<file path="src/rtl/rv_pkg.sv">
// Shared types and encoding constants for the RV32 instruction encoder.
package rv_pkg;

  typedef enum logic [3:0] {
    OP_ADD   = 4'd0,
    OP_SUB   = 4'd1,
    OP_AND   = 4'd2,
    OP_OR    = 4'd3,
    OP_XOR   = 4'd4,
    OP_SLT   = 4'd5,
    OP_MUL   = 4'd6,
    OP_ADDI  = 4'd7,
    OP_ANDI  = 4'd8,
    OP_ORI   = 4'd9,
    OP_XORI  = 4'd10,
    OP_SLLI  = 4'd11,
    OP_LUI   = 4'd12,
    OP_CSRRW = 4'd13
  } op_e;

  typedef enum logic [1:0] {
    ST_IDLE  = 2'd0,
    ST_LOAD  = 2'd1,
    ST_DRAIN = 2'd2,
    ST_DONE  = 2'd3
  } enc_state_e;

  localparam logic [6:0] OPC_OP     = 7'h33;
  localparam logic [6:0] OPC_OPIMM  = 7'h13;
  localparam logic [6:0] OPC_LUI    = 7'h37;
  localparam logic [6:0] OPC_SYSTEM = 7'h73;

  localparam logic [2:0] F3_ADD   = 3'b000;
  localparam logic [2:0] F3_SLL   = 3'b001;
  localparam logic [2:0] F3_SLT   = 3'b010;
  localparam logic [2:0] F3_XOR   = 3'b100;
  localparam logic [2:0] F3_OR    = 3'b110;
  localparam logic [2:0] F3_AND   = 3'b111;
  localparam logic [2:0] F3_CSRRW = 3'b001;

  localparam logic [6:0] F7_BASE = 7'h00;
  localparam logic [6:0] F7_SUB  = 7'h20;
  localparam logic [6:0] F7_MUL  = 7'h01;

endpackage

</file>
<file path="src/rtl/rv_field_pack.sv">
// Combinational packer: op code plus register/immediate fields -> 32-bit RV32 word.
// o_legal is low for codes outside op_e; o_instr is then zero and must be ignored.
module rv_field_pack
  import rv_pkg::*;
(
  input  logic [3:0]  i_op,
  input  logic [4:0]  i_rd,
  input  logic [4:0]  i_rs1,
  input  logic [4:0]  i_rs2,
  input  logic [19:0] i_imm,
  output logic        o_legal,
  output logic [31:0] o_instr
);

  always_comb begin
    o_legal = 1'b1;
    o_instr = '0;
    case (i_op)
      OP_ADD:   o_instr = {F7_BASE, i_rs2, i_rs1, F3_ADD, i_rd, OPC_OP};
      OP_SUB:   o_instr = {F7_SUB,  i_rs2, i_rs1, F3_ADD, i_rd, OPC_OP};
      OP_AND:   o_instr = {F7_BASE, i_rs2, i_rs1, F3_AND, i_rd, OPC_OP};
      OP_OR:    o_instr = {F7_BASE, i_rs2, i_rs1, F3_OR,  i_rd, OPC_OP};
      OP_XOR:   o_instr = {F7_BASE, i_rs2, i_rs1, F3_XOR, i_rd, OPC_OP};
      OP_SLT:   o_instr = {F7_BASE, i_rs2, i_rs1, F3_SLT, i_rd, OPC_OP};
      OP_MUL:   o_instr = {F7_MUL,  i_rs2, i_rs1, F3_ADD, i_rd, OPC_OP};
      OP_ADDI:  o_instr = {i_imm[11:0], i_rs1, F3_ADD, i_rd, OPC_OPIMM};
      OP_ANDI:  o_instr = {i_imm[11:0], i_rs1, F3_AND, i_rd, OPC_OPIMM};
      OP_ORI:   o_instr = {i_imm[11:0], i_rs1, F3_OR,  i_rd, OPC_OPIMM};
      OP_XORI:  o_instr = {i_imm[11:0], i_rs1, F3_XOR, i_rd, OPC_OPIMM};
      OP_SLLI:  o_instr = {F7_BASE, i_imm[4:0], i_rs1, F3_SLL, i_rd, OPC_OPIMM};
      OP_LUI:   o_instr = {i_imm[19:0], i_rd, OPC_LUI};
      OP_CSRRW: o_instr = {i_imm[11:0], i_rs1, F3_CSRRW, i_rd, OPC_SYSTEM};
      default:  o_legal = 1'b0;
    endcase
  end

endmodule

</file>
<file path="src/rtl/rv_instr_encoder.sv">
// Streams encoded RV32 words to instruction memory at sequential addresses.
// Holds the load FSM, address/count tracking and the single output register.
module rv_instr_encoder
  import rv_pkg::*;
#(
  parameter int ADDR_W    = 6,
  parameter int DEPTH     = 64,
  parameter int BASE_ADDR = 0
) (
  input  logic              clk,
  input  logic              rst,
  input  logic              start,
  input  logic              finish,
  input  logic              in_valid,
  output logic              in_ready,
  input  logic [3:0]        in_op,
  input  logic [4:0]        in_rd,
  input  logic [4:0]        in_rs1,
  input  logic [4:0]        in_rs2,
  input  logic [19:0]       in_imm,
  output logic              out_valid,
  input  logic              out_ready,
  output logic [ADDR_W-1:0] out_addr,
  output logic [31:0]       out_instr,
  output logic [ADDR_W:0]   count,
  output logic              busy,
  output logic              done,
  output logic              err
);

  localparam logic [ADDR_W:0]   DEPTH_C = (ADDR_W+1)'(DEPTH);
  localparam logic [ADDR_W-1:0] BASE_C  = ADDR_W'(BASE_ADDR);

  enc_state_e        r_state, w_state_nxt;
  logic [ADDR_W:0]   r_count;
  logic [ADDR_W-1:0] r_addr;
  logic [31:0]       r_instr;
  logic              r_valid, r_err;
  logic              w_legal, w_accept, w_emit, w_valid_nxt;
  logic [31:0]       w_instr;
  logic [ADDR_W:0]   w_issued;

  rv_field_pack u_pack (
    .i_op    (in_op),
    .i_rd    (in_rd),
    .i_rs1   (in_rs1),
    .i_rs2   (in_rs2),
    .i_imm   (in_imm),
    .o_legal (w_legal),
    .o_instr (w_instr)
  );

  // Words handed out so far: emitted ones plus the one parked in the output register.
  assign w_issued    = r_count + {{ADDR_W{1'b0}}, r_valid};
  assign w_emit      = r_valid & out_ready;
  assign w_accept    = in_valid & in_ready;
  assign w_valid_nxt = (w_accept & w_legal) | (r_valid & ~out_ready);

  always_ff @(posedge clk or posedge rst) begin
    if (rst) r_state <= ST_IDLE;
    else     r_state <= w_state_nxt;
  end

  always_comb begin
    w_state_nxt = r_state;
    if (start) begin
      w_state_nxt = ST_LOAD;
    end else begin
      case (r_state)
        ST_LOAD: begin
          if (finish || (r_count == DEPTH_C))
            w_state_nxt = w_valid_nxt ? ST_DRAIN : ST_DONE;
        end
        ST_DRAIN: begin
          if (!r_valid || out_ready) w_state_nxt = ST_DONE;
        end
        default: w_state_nxt = r_state;
      endcase
    end
  end

  always_comb begin
    busy     = (r_state == ST_LOAD) || (r_state == ST_DRAIN);
    done     = (r_state == ST_DONE);
    in_ready = (r_state == ST_LOAD) && (w_issued < DEPTH_C) && (!r_valid || out_ready);
  end

  always_ff @(posedge clk or posedge rst) begin
    if (rst) begin
      r_valid <= 1'b0;
      r_addr  <= BASE_C;
      r_instr <= '0;
      r_count <= '0;
      r_err   <= 1'b0;
    end else if (start) begin
      r_valid <= 1'b0;
      r_addr  <= BASE_C;
      r_count <= '0;
      r_err   <= 1'b0;
    end else begin
      if (w_emit) begin
        r_addr  <= r_addr + 1'b1;
        r_count <= r_count + 1'b1;
      end
      if (w_accept && !w_legal) r_err <= 1'b1;
      if (w_accept && w_legal) begin
        r_valid <= 1'b1;
        r_instr <= w_instr;
      end else if (w_emit) begin
        r_valid <= 1'b0;
      end
    end
  end

  assign out_valid = r_valid;
  assign out_addr  = r_addr;
  assign out_instr = r_instr;
  assign count     = r_count;
  assign err       = r_err;

endmodule

</file>
<file path="config.mk">
export PLATFORM = sky130hd
export DESIGN_NAME = rv_instr_encoder
export DESIGN_NICKNAME = d
export VERILOG_FILES = /design/src/rtl/rv_pkg.sv /design/src/rtl/rv_field_pack.sv /design/src/rtl/rv_instr_encoder.sv
export SDC_FILE = /design/constraint.sdc
export NUM_CORES = 1
export LEC_CHECK = 0
export CAP_MARGIN = 10
export CORE_MARGIN = 4
export CORE_UTILIZATION = 35
export CTS_BUF_LIST = sky130_fd_sc_hd__clkbuf_8 sky130_fd_sc_hd__clkbuf_16
export DETAILED_ROUTE_END_ITERATION = 7
export PLACE_DENSITY = 0.65
export SLEW_MARGIN = 20
export SYNTH_ARGS = -nofsm -noshare
export SYNTH_HDL_FRONTEND = slang
export SYNTH_SLANG_ARGS = --single-unit
</file>
<file path="constraint.sdc">
create_clock -name clk -period 2.18 [get_ports clk]
set_clock_uncertainty 0.15 [all_clocks]
set_input_delay 0.545 -clock clk [delete_from_list [all_inputs] [get_ports clk]]
set_output_delay 0.545 -clock clk [all_outputs]
set_load 0.02 [all_outputs]
</file>
* Word level (Yosys, flattened, before mapping)
Index checks and enable logic that the tools add are counted.
Word-level totals: bits in registers 49, latch bits 0, memory bits (writable) 0, memory bits (read-only) 0, input port bits 45, output and inout bits 50, logic and storage cells 69, memories 0
Operators by class: $add $sub $neg 3, multiply operators 0, divide/modulo/power cells 0, $lt $le $gt $ge 1, eq/ne operators 19, shift-type cells 0, multiplexer cells 16, bitwise logic cells 7, reductions and logical operators 17
Operator list (count):
- 32-bit case mux with 14 select lines | 1
- 4-bit == test (second input constant) | 6
- 4-bit by 3-bit == test with 1-bit output (second input constant) | 4
- 7-bit two-way mux | 2
- 14-bit OR reduction | 1
- 6-bit two-way mux | 2
- 4-bit by 2-bit == test with 1-bit output (second input constant) | 2
- 7-bit by 1-bit adder with 7-bit output | 1
- 7-bit by 1-bit adder with 7-bit output (second input constant) | 1
- 7-bit == test (second input constant) | 1
- 7-bit less-than comparator (second input constant) | 1
- 1-bit two-way mux | 7
- 6-bit by 1-bit adder with 6-bit output (second input constant) | 1
- 2-bit two-way mux | 3
- 3-bit inequality test (second input constant) | 2
- 3-bit nonzero test | 2
- 1-bit bitwise AND | 4
- 2-bit == test (second input constant) | 2
- 4-bit by 1-bit == test with 1-bit output (second input constant) | 1
- 1-bit logical AND | 4
- 4-bit zero test | 1
- 2-bit case mux with 2 select lines | 1
- 2-bit nonzero test | 2
- 1-bit logical OR | 3
- 6 further kinds | 8

* Longest topological paths before layout
Gate-level depths: netlist of run 1.
depth in word-level cells 11, gate-level depth with buffers 8, gate-level depth less buffers 6

* Modules after synthesis
A second synthesis of run 1 with hierarchy kept.
Second synthesis, totals: cells, all modules 265, area, all modules 2932.8 um^2
Modules (own cells, without submodules):
- rv_instr_encoder | instances 1, cells an instance 172, area each 2299.7 um^2, sequential area each 1226.2 um^2
- rv_field_pack | instances 1, cells an instance 93, area each 633.1 um^2, sequential area each 0.0 um^2

* Worst setup path before layout of run 1
No wires, ideal clock.
kind register to register, start point reg r_count[2], in the netlist count[2], end point reg r_instr[10], in the netlist out_instr[10], library setup time 125 ps, arrival 1782 ps, data required time 1905 ps, slack 123 ps, stages on the path, launching flop included 7, buffers on the path 2, clock period less this slack 2057 ps, cells stage by stage dfrtp_1 > nand4_4 > o211a_4 > o21ai_2 > buf_6 > buf_12 > mux2_4
On the way: cells in the longest elaborated chain, start to end 7
RTL lines:
- start: declaration | RTL line rv_instr_encoder.sv:35 | logic [ADDR_W:0] r_count;
- start signal: assignment | RTL line rv_instr_encoder.sv:103 | r_count <= r_count + 1'b1;
- 7-bit by 1-bit adder with 7-bit output | RTL line rv_instr_encoder.sv:54 | assign w_issued = r_count + {{ADDR_W{1'b0}}, r_valid};
- 7-bit less-than comparator | RTL line rv_instr_encoder.sv:85 | in_ready = (r_state == ST_LOAD) && (w_issued < DEPTH_C) && (!r_valid || out_ready);
- 1-bit logical AND (2 in a row) | RTL line rv_instr_encoder.sv:85
- 1-bit bitwise AND | RTL line rv_instr_encoder.sv:56 | assign w_accept = in_valid & in_ready;
- 1-bit logical AND | RTL line rv_instr_encoder.sv:106 | if (w_accept && w_legal) begin
- 2-bit AND reduction (no source line)
- end signal: assignment | RTL line rv_instr_encoder.sv:108 | r_instr <= w_instr;
- end: declaration | RTL line rv_instr_encoder.sv:37 | logic [31:0] r_instr;
Every way passes these cells. A chain may end at the register's enable or synchronous reset.

* Worst setup path in the final report of run 1
start point reg r_count[5], in the netlist count[5], end point out count[5]
RTL lines:
- end: declaration | RTL line rv_instr_encoder.sv:25 | output logic [ADDR_W:0] count,
No word-level cell between the ends.

==> results.toml, run 1 <==
[run_status]
status = "completed"

[die]
io-pin-count = 95
core_area_um2 = 7727
chipHeight_um = 96.99
design.die.area_um2 = 9406
initial_core_util = 0.3586
fp.dieW_um = 96.99
num_rows = 32

[worst_setup_path]
path_buf_inv = 2
critPathMaxFanout = 3
max_stage_delay_ps = 610
timing.rr.end = "out_instr[26]$_DFFE_PP0P_"
crit_chain = "buf_4 > clkdlybuf4s50_1"
crit_slowest_cell = "clkdlybuf4s50_1"
cp_data_arrival_time_ps = 1440
start_kind = "flop"
crit_type = "reg -> out"
end_kind = "output pin"
reg2reg_slack_ps = 120
cp_top_family = "buffers and inverters"
required_ps = 1480
r2r-start = "r_state[0]$_DFFE_PP0P_"
reg2reg_depth = 6

[final_layout]
final_nets = 452
fin_cells = 504
final_util = 0.5533
multi_input_area_um2 = 1480
areaGrowthSynthToFinish_pct = 54.27
register_area_um2 = 1151
antennaDiodeCount = 0
drive_gt1_frac = 0.2313
nFillCells = 688
stdcell_area_um2 = 4275

[clock_network]
cts-root-buf = "clkbuf_8"
cts_buffers = 5
cts_buffer_depth = 2
cts_tree = "built"
cts.sinks = 46
cts_max_level = 2
insertion_delay_ps = 300
clkTransAtPathRegs_ps = 90

[synthesis]
synth-seq-area-share = 0.4153
synth_top_area_cell = "dfrtp_1"
synth_top_area_share = 0.4153
yosysMostFrequentCell = "dfrtp_1"
syn-cell-area_um2 = 2771
synthCells = 271
synth_seq_cells = 46
ys_top_cells_by_count = "dfrtp_1, nand2_1, mux2_2"
yosys_warnings = 0
synth.distinct_cells = 57
synth_enable_flop_cells = 0
syn_nets = 322
ys.flop_type = "dfrtp_1"
ys_async_sr_fraction = 1.000
avgSynthCellArea_um2 = 10.23
synth_area_leaders = "dfrtp_1, mux2_2, mux2_4, o221ai_1, nand2_1"

[power_and_ir_drop]
sw_frac_of_total = 0.3262
internal_power_mw = 2.074
pwr-share-seq = 0.375
p_clk_frac = 0.190
switchingPower_mw = 1.004
vdd_drop_max_v = 0.0003917
p_per_area_nw_per_um2 = 720.0
leakagePower_nw = 1.968
combPwrFrac = 0.435

[drt]
drt-pass1-iter-count = 4
drtAntennaViolNets = 0
drcViolationCount = 0
drt-vias-per-instance = 5.143
vias = 2592
drt_iter0_drc = 119
wire_per_inst_um = 15.05
wirelength_mm = 7.583

[global_routing]
grt_overflow = 0
antenna_found_initial = 0
grt_pass1_wl_mm = 12.70
grtUsageTotal = 0.1623
grt_pass1_vias = 2600
grt_max_degree = 47

[min_path]
whs_path_depth = 1
hp-class = "reg -> reg"
min_from = "out_instr[28]$_DFFE_PP0P_"
whs_endpoint = "out_instr[28]$_DFFE_PP0P_"

[sta]
fin_crit_sh = 0.9791
tightest_slew_ps = 560.4
max_slew_margin = 0.6230
finalSetupViolCount = 0
final-hold-violation-count = 0
slew_viol_final = 0
max_freq_ghz = 0.4685
fin_crit_ps = 2135
hold-worst-slack_ps = 361.7
setup_tns_ps = 0

[placed_design]
place.gp.congestion = 0.7863
port_buffers = 93
dp_hpwl_mm = 5.801
dp.cells = 493
placed_area_um2 = 4135

[flow_run]
cap_violations = 0
[layer usage]
layer  part of all wire  up-vias  routed length, um  GRT usage
li1                   -     1254                  -          -
met1               0.43     1250               3285     0.2038
met2               0.49       82               3684     0.2765
met3              0.070        6                528    0.04614
met4              0.011        0                 85    0.03672
met5                  0        -                  0          0
[worst max-delay path by stage]
stage | from | endpoint | slack [ps] | cells after the start
2_1_floorplan | count[2]$_DFFE_PP0P_ | out_instr[10]$_DFFE_PP0P_ | 120 | 6
5_1_grt | out_valid$_DFFE_PP0P_ | out_valid | -7 | 2
3_5_place_dp | out_ready | in_ready | -550 | 6
3_3_place_gp | out_ready | in_ready | -520 | 6
4_1_cts | out_ready | in_ready | -120 | 6
6_report | count[5]$_DFFE_PP0P_ | count[5] | 50 | 2
[state kept, by name (all words and copies together) (netlist names)]
signal / flops
r_state: 2
count: 7
out_addr: 6
out_instr: 29
err: 1
out_valid: 1
[cell usage in the layout (no fill, tap or decap), types with 4 or more instances in the layout]
cell             synthesis  final
mux2_2                  19     19
and3b_1                  4      4
inv_1                    9      8
a22o_1                   5      5
a21oi_1                 11     11
a22oi_1                  6      6
mux2_4                   7      7
a32oi_1                  5      5
dlymetal6s2s_1           0      4
ha_1                     6      6
xnor2_1                  4      4
dfrtp_1                 46     46
nor2b_1                  6      6
o221ai_1                11     11
nand4_1                  5      5
clkdlybuf4s50_1          0     85
xor2_1                   8      8
nand2_1                 23     23
nand3_1                 13     13
nor2_1                  17     17
buf_4                    4     46
buf_12                   1      5
clkbuf_8                 0      7
[cell families (layout without fill, tap and decap cells)]
logic type | after synthesis | after routing | synth area share
muxes | 28 | 28 | 0.1223
DFF | 46 | 46 | 0.4153
xor gates and xnor gates | 12 | 12 | 0.03792
other | 1 | 1 | 0.001353
adders and majority gates | 6 | 6 | 0.02709
buffers and inverters | 30 | 161 | 0.05598
AOI/OAI and AO/OA | 61 | 61 | 0.1689
and+or+nand+nor | 87 | 87 | 0.1711
[layout make-up]
type                       instances  area share
multi-input combinational        195      0.3462
timing repair buffer             143      0.3213
sequential                        46      0.2692
tap                              102     0.02985
clock buffer                       7     0.02253
inverter                          10    0.008780
clock inverter                     1    0.002049
[power groups by stage]
stage          clock network, mW  registers (mW)  logic [mW]
5_1_grt                    0.648            1.18        1.43
4_1_cts                    0.617            1.16        1.34
6_report                   0.585            1.15        1.34
3_5_place_dp                   0            1.17        1.35
2_1_floorplan                  0            1.40       0.447
3_3_place_gp                   0            1.17        1.33
[stage by stage]
stage	power (mW)	worst slack [ps]
finish	3.078	45.47
detailed placement	2.519	-550.2
floorplan	1.842	122.9
global placement	2.500	-524.9
global route	3.254	-7.102
CTS	3.116	-118.8
[what timing repair did]
item                                    4_1_cts  5_1_grt
endpoints found under the setup margin       22       26
gates resized for setup                       7        8
buffers inserted                              1        2
hold buffers                                  0        0
pin swaps                                     1        0
Note: power is estimated with default switching activity, not from simulation.
==> run 2: changes to the inputs <==
--- a/config.mk
+++ b/config.mk
@@ -5,12 +5,13 @@
 export SDC_FILE = /design/constraint.sdc
 export NUM_CORES = 1
 export LEC_CHECK = 0
+export ABC_AREA = 1
 export CAP_MARGIN = 10
 export CORE_MARGIN = 4
 export CORE_UTILIZATION = 35
 export CTS_BUF_LIST = sky130_fd_sc_hd__clkbuf_8 sky130_fd_sc_hd__clkbuf_16
 export DETAILED_ROUTE_END_ITERATION = 7
-export PLACE_DENSITY = 0.65
+export PLACE_DENSITY = 0.66
 export SLEW_MARGIN = 20
 export SYNTH_ARGS = -nofsm -noshare
 export SYNTH_HDL_FRONTEND = slang
==> run 2 against run 1 <==
  * Final area decreased by 4.8%
  * Largest power group unchanged
  * Non-clock buffer count fell by 10
  * Clock power up 9.4%
  * Setup slack gained 17 ps
  * Die area fell by 4.2%
  * Synthesized area fell by 4.6%
  * Worst hold slack got worse by 26 ps
  * Highest routed layer unchanged
  * Clock-buffer cell count decreased by 2
  * Final cell count rose by 11%
  * Synthesized cell count grew 23%
==> results.toml, run 2 <==
[final_layout]
multi_input_area_um2 = 1272
mostFrequentLayoutCells = "nand2_1, clkdlybuf4s50_1, dfrtp_1, buf_4, inv_1"
antennaDiodeCount = 0
nFillCells = 693
final_nets = 510
register_area_um2 = 1151
areaGrowthSynthToFinish_pct = 53.93
largest_register_ffs = 29
drive_gt1_frac = 0.1848
layout_commonest_cell = "nand2_1"
fin_cells = 559

[global_routing]
top_usage_layer = "met2"
antenna_found_initial = 0
use_met2 = 0.2930
grtUsageTotal = 0.1744
grt_pass1_vias = 2645
met1_usage = 0.2266
grt_max_degree = 30
grt_pass1_wl_mm = 12.48
use_met3 = 0.04223
grt_overflow = 0

[sta]
fin_crit_sh = 0.9711
worst_slack_ps = 62.92
final-hold-violation-count = 0
slew_viol_final = 0
setup_tns_ps = 0
max_freq_ghz = 0.4723
rsz0062_at_grt = "no"
fin_crit_ps = 2117
finalSetupViolCount = 0

[synthesis]
yosys_warnings = 0
synth_enable_flop_cells = 0
synthCells = 332
synth_area_leaders = "dfrtp_1, nand2_1, inv_1, nand3_2, nand3_1"
syn-cell-area_um2 = 2645
synth_top_area_cell = "dfrtp_1"
yosysMostFrequentCell = "nand2_1"
syn_nets = 383
synth.distinct_cells = 31
avgSynthCellArea_um2 = 7.967
ys_async_sr_fraction = 1.000
ys_top_cells_by_count = "nand2_1, dfrtp_1, inv_1"
synth_seq_cells = 46
ys.flop_type = "dfrtp_1"
synth-seq-area-share = 0.4352
synth_top_area_share = 0.4352

[clock_network]
cts_setup_buffers = 0
clkTransAtPathRegs_ps = 90
cts_buffer_depth = 2
ctsHoldBuffers = 0
cts_buffers = 5
cts-root-buf = "clkbuf_8"
insertion_delay_ps = 300
cts_tree = "built"
cts_max_level = 2
cts_resized = 7
cts.sinks = 46

[worst_setup_path]
start_kind = "flop"
critPathMaxFanout = 2
crit_chain = "buf_4 > ha_1 > inv_1 > clkdlybuf4s15_1"
required_ps = 1480
crit_slowest_cell = "dfrtp_1"
crit_type = "reg -> out"
cp_top_family = "buffers and inverters"
path_buf_inv = 3
cp_data_arrival_time_ps = 1420
end_kind = "output pin"
max_stage_delay_ps = 390

[die]
initial_core_util = 0.3627
core_area_um2 = 7292
fp.dieW_um = 94.93
chipHeight_um = 94.93
num_rows = 31
design.die.area_um2 = 9012
io-pin-count = 95

[power_and_ir_drop]
internal_power_mw = 2.092
combPwrFrac = 0.443
vdd_drop_max_v = 0.0004434
p_per_area_nw_per_um2 = 801.0
switchingPower_mw = 1.170
leakagePower_nw = 1.906
p_clk_frac = 0.196
pwr-share-seq = 0.361
sw_frac_of_total = 0.3587

[placed_design]
dp_hpwl_mm = 5.887
port_buffers = 93
place.gp.congestion = 0.8945
dp.cells = 551
post-place-ws_ps = -418.7

[drt]
drcViolationCount = 0
vias = 2597
drt-vias-per-instance = 4.646
drt_iter0_drc = 90
wirelength_mm = 7.476
drtAntennaViolNets = 0
drt-pass1-iter-count = 4
wire_per_inst_um = 13.37

[run_status]
status = "completed"

[min_path]
hp-class = "reg -> reg"

[flow_run]
cap_violations = 0
==> run 2: cell count changes in the layout (fill, tap and decap cells not counted), moves of 9 or more <==
cell / delta
mux2_2: -19
nand2_1: +86
nand3_2: +11
inv_1: +24
o221ai_1: -11
o21ai_0: +14
buf_4: -9
o21ai_2: +10
==> run 2: tightest hold or removal path, cell delays in order (launching register included) <==
cell     delay, ps
dfrtp_1        350
nand2_1         50
nand2_1         50
==> run 2: worst paths after layout <==
path | startpoint | end | slack (ps) | cells past startpoint
min in group asynchronous | rst | out_addr[1]$_DFFE_PP0P_ | 400 | 2
max in group asynchronous | rst | out_instr[23]$_DFFE_PP0P_ | 980 | 3
worst max-delay path | r_state[1]$_DFFE_PP0P_ | busy | 60 | 4
worst max register to register | r_state[1]$_DFFE_PP0P_ | out_instr[30]$_DFFE_PP0P_ | 450 | 9
worst min register to register | out_instr[24]$_DFFE_PP0P_ | out_instr[24]$_DFFE_PP0P_ | 340 | 2
worst min-delay path | out_instr[24]$_DFFE_PP0P_ | out_instr[24]$_DFFE_PP0P_ | 340 | 2
==> run 2: power by group through the flow <==
| stage | combinational [mW] | clock, mW | sequential [mW] |
|---|---|---|---|
| floorplan | 0.480 | 0 | 1.43 |
| global route | 1.57 | 0.692 | 1.21 |
| finish | 1.45 | 0.640 | 1.18 |
| global placement | 1.45 | 0 | 1.19 |
| CTS | 1.46 | 0.657 | 1.18 |
| detailed placement | 1.47 | 0 | 1.19 |
==> run 2: logic make-up (layout without fill, tap and decap cells) <==
family	after synthesis	count (layout)	synth area share
AOI/OAI and AO/OA	55	55	0.1268
xor gates and xnor gates	1	1	0.003312
adders and majority gates	6	6	0.02838
buffers and inverters	48	176	0.08846
DFF	46	46	0.4352
other	1	1	0.001418
and+or+nand+nor	175	175	0.3165
==> run 2: layer usage <==
metal	routed length [um]	share of wire
met5	0	0
met4	77	0.010
met1	3408	0.46
met3	509	0.068
met2	3480	0.47
==> run 2: layout make-up <==
cell class,count,area share
multi-input combinational,238,0.3125
clock buffer,5,0.01690
timing repair buffer,133,0.3150
inverter,35,0.03227
sequential,46,0.2827
tap,99,0.03042
clock inverter,3,0.01014
==> run 2: per-stage QoR <==
stage	total power, mW	hold slack (ps)	instance area (um2)	utilization
6_report	3.261	335.2	4071	0.5583
5_1_grt	3.466	352.3	4071	0.5583
4_1_cts	3.291	338.3	4053	0.5558
3_5_place_dp	2.657	315.0	3948	0.5414
3_3_place_gp	2.638	313.9	3948	0.5414
2_1_floorplan	1.906	388.0	2645	-
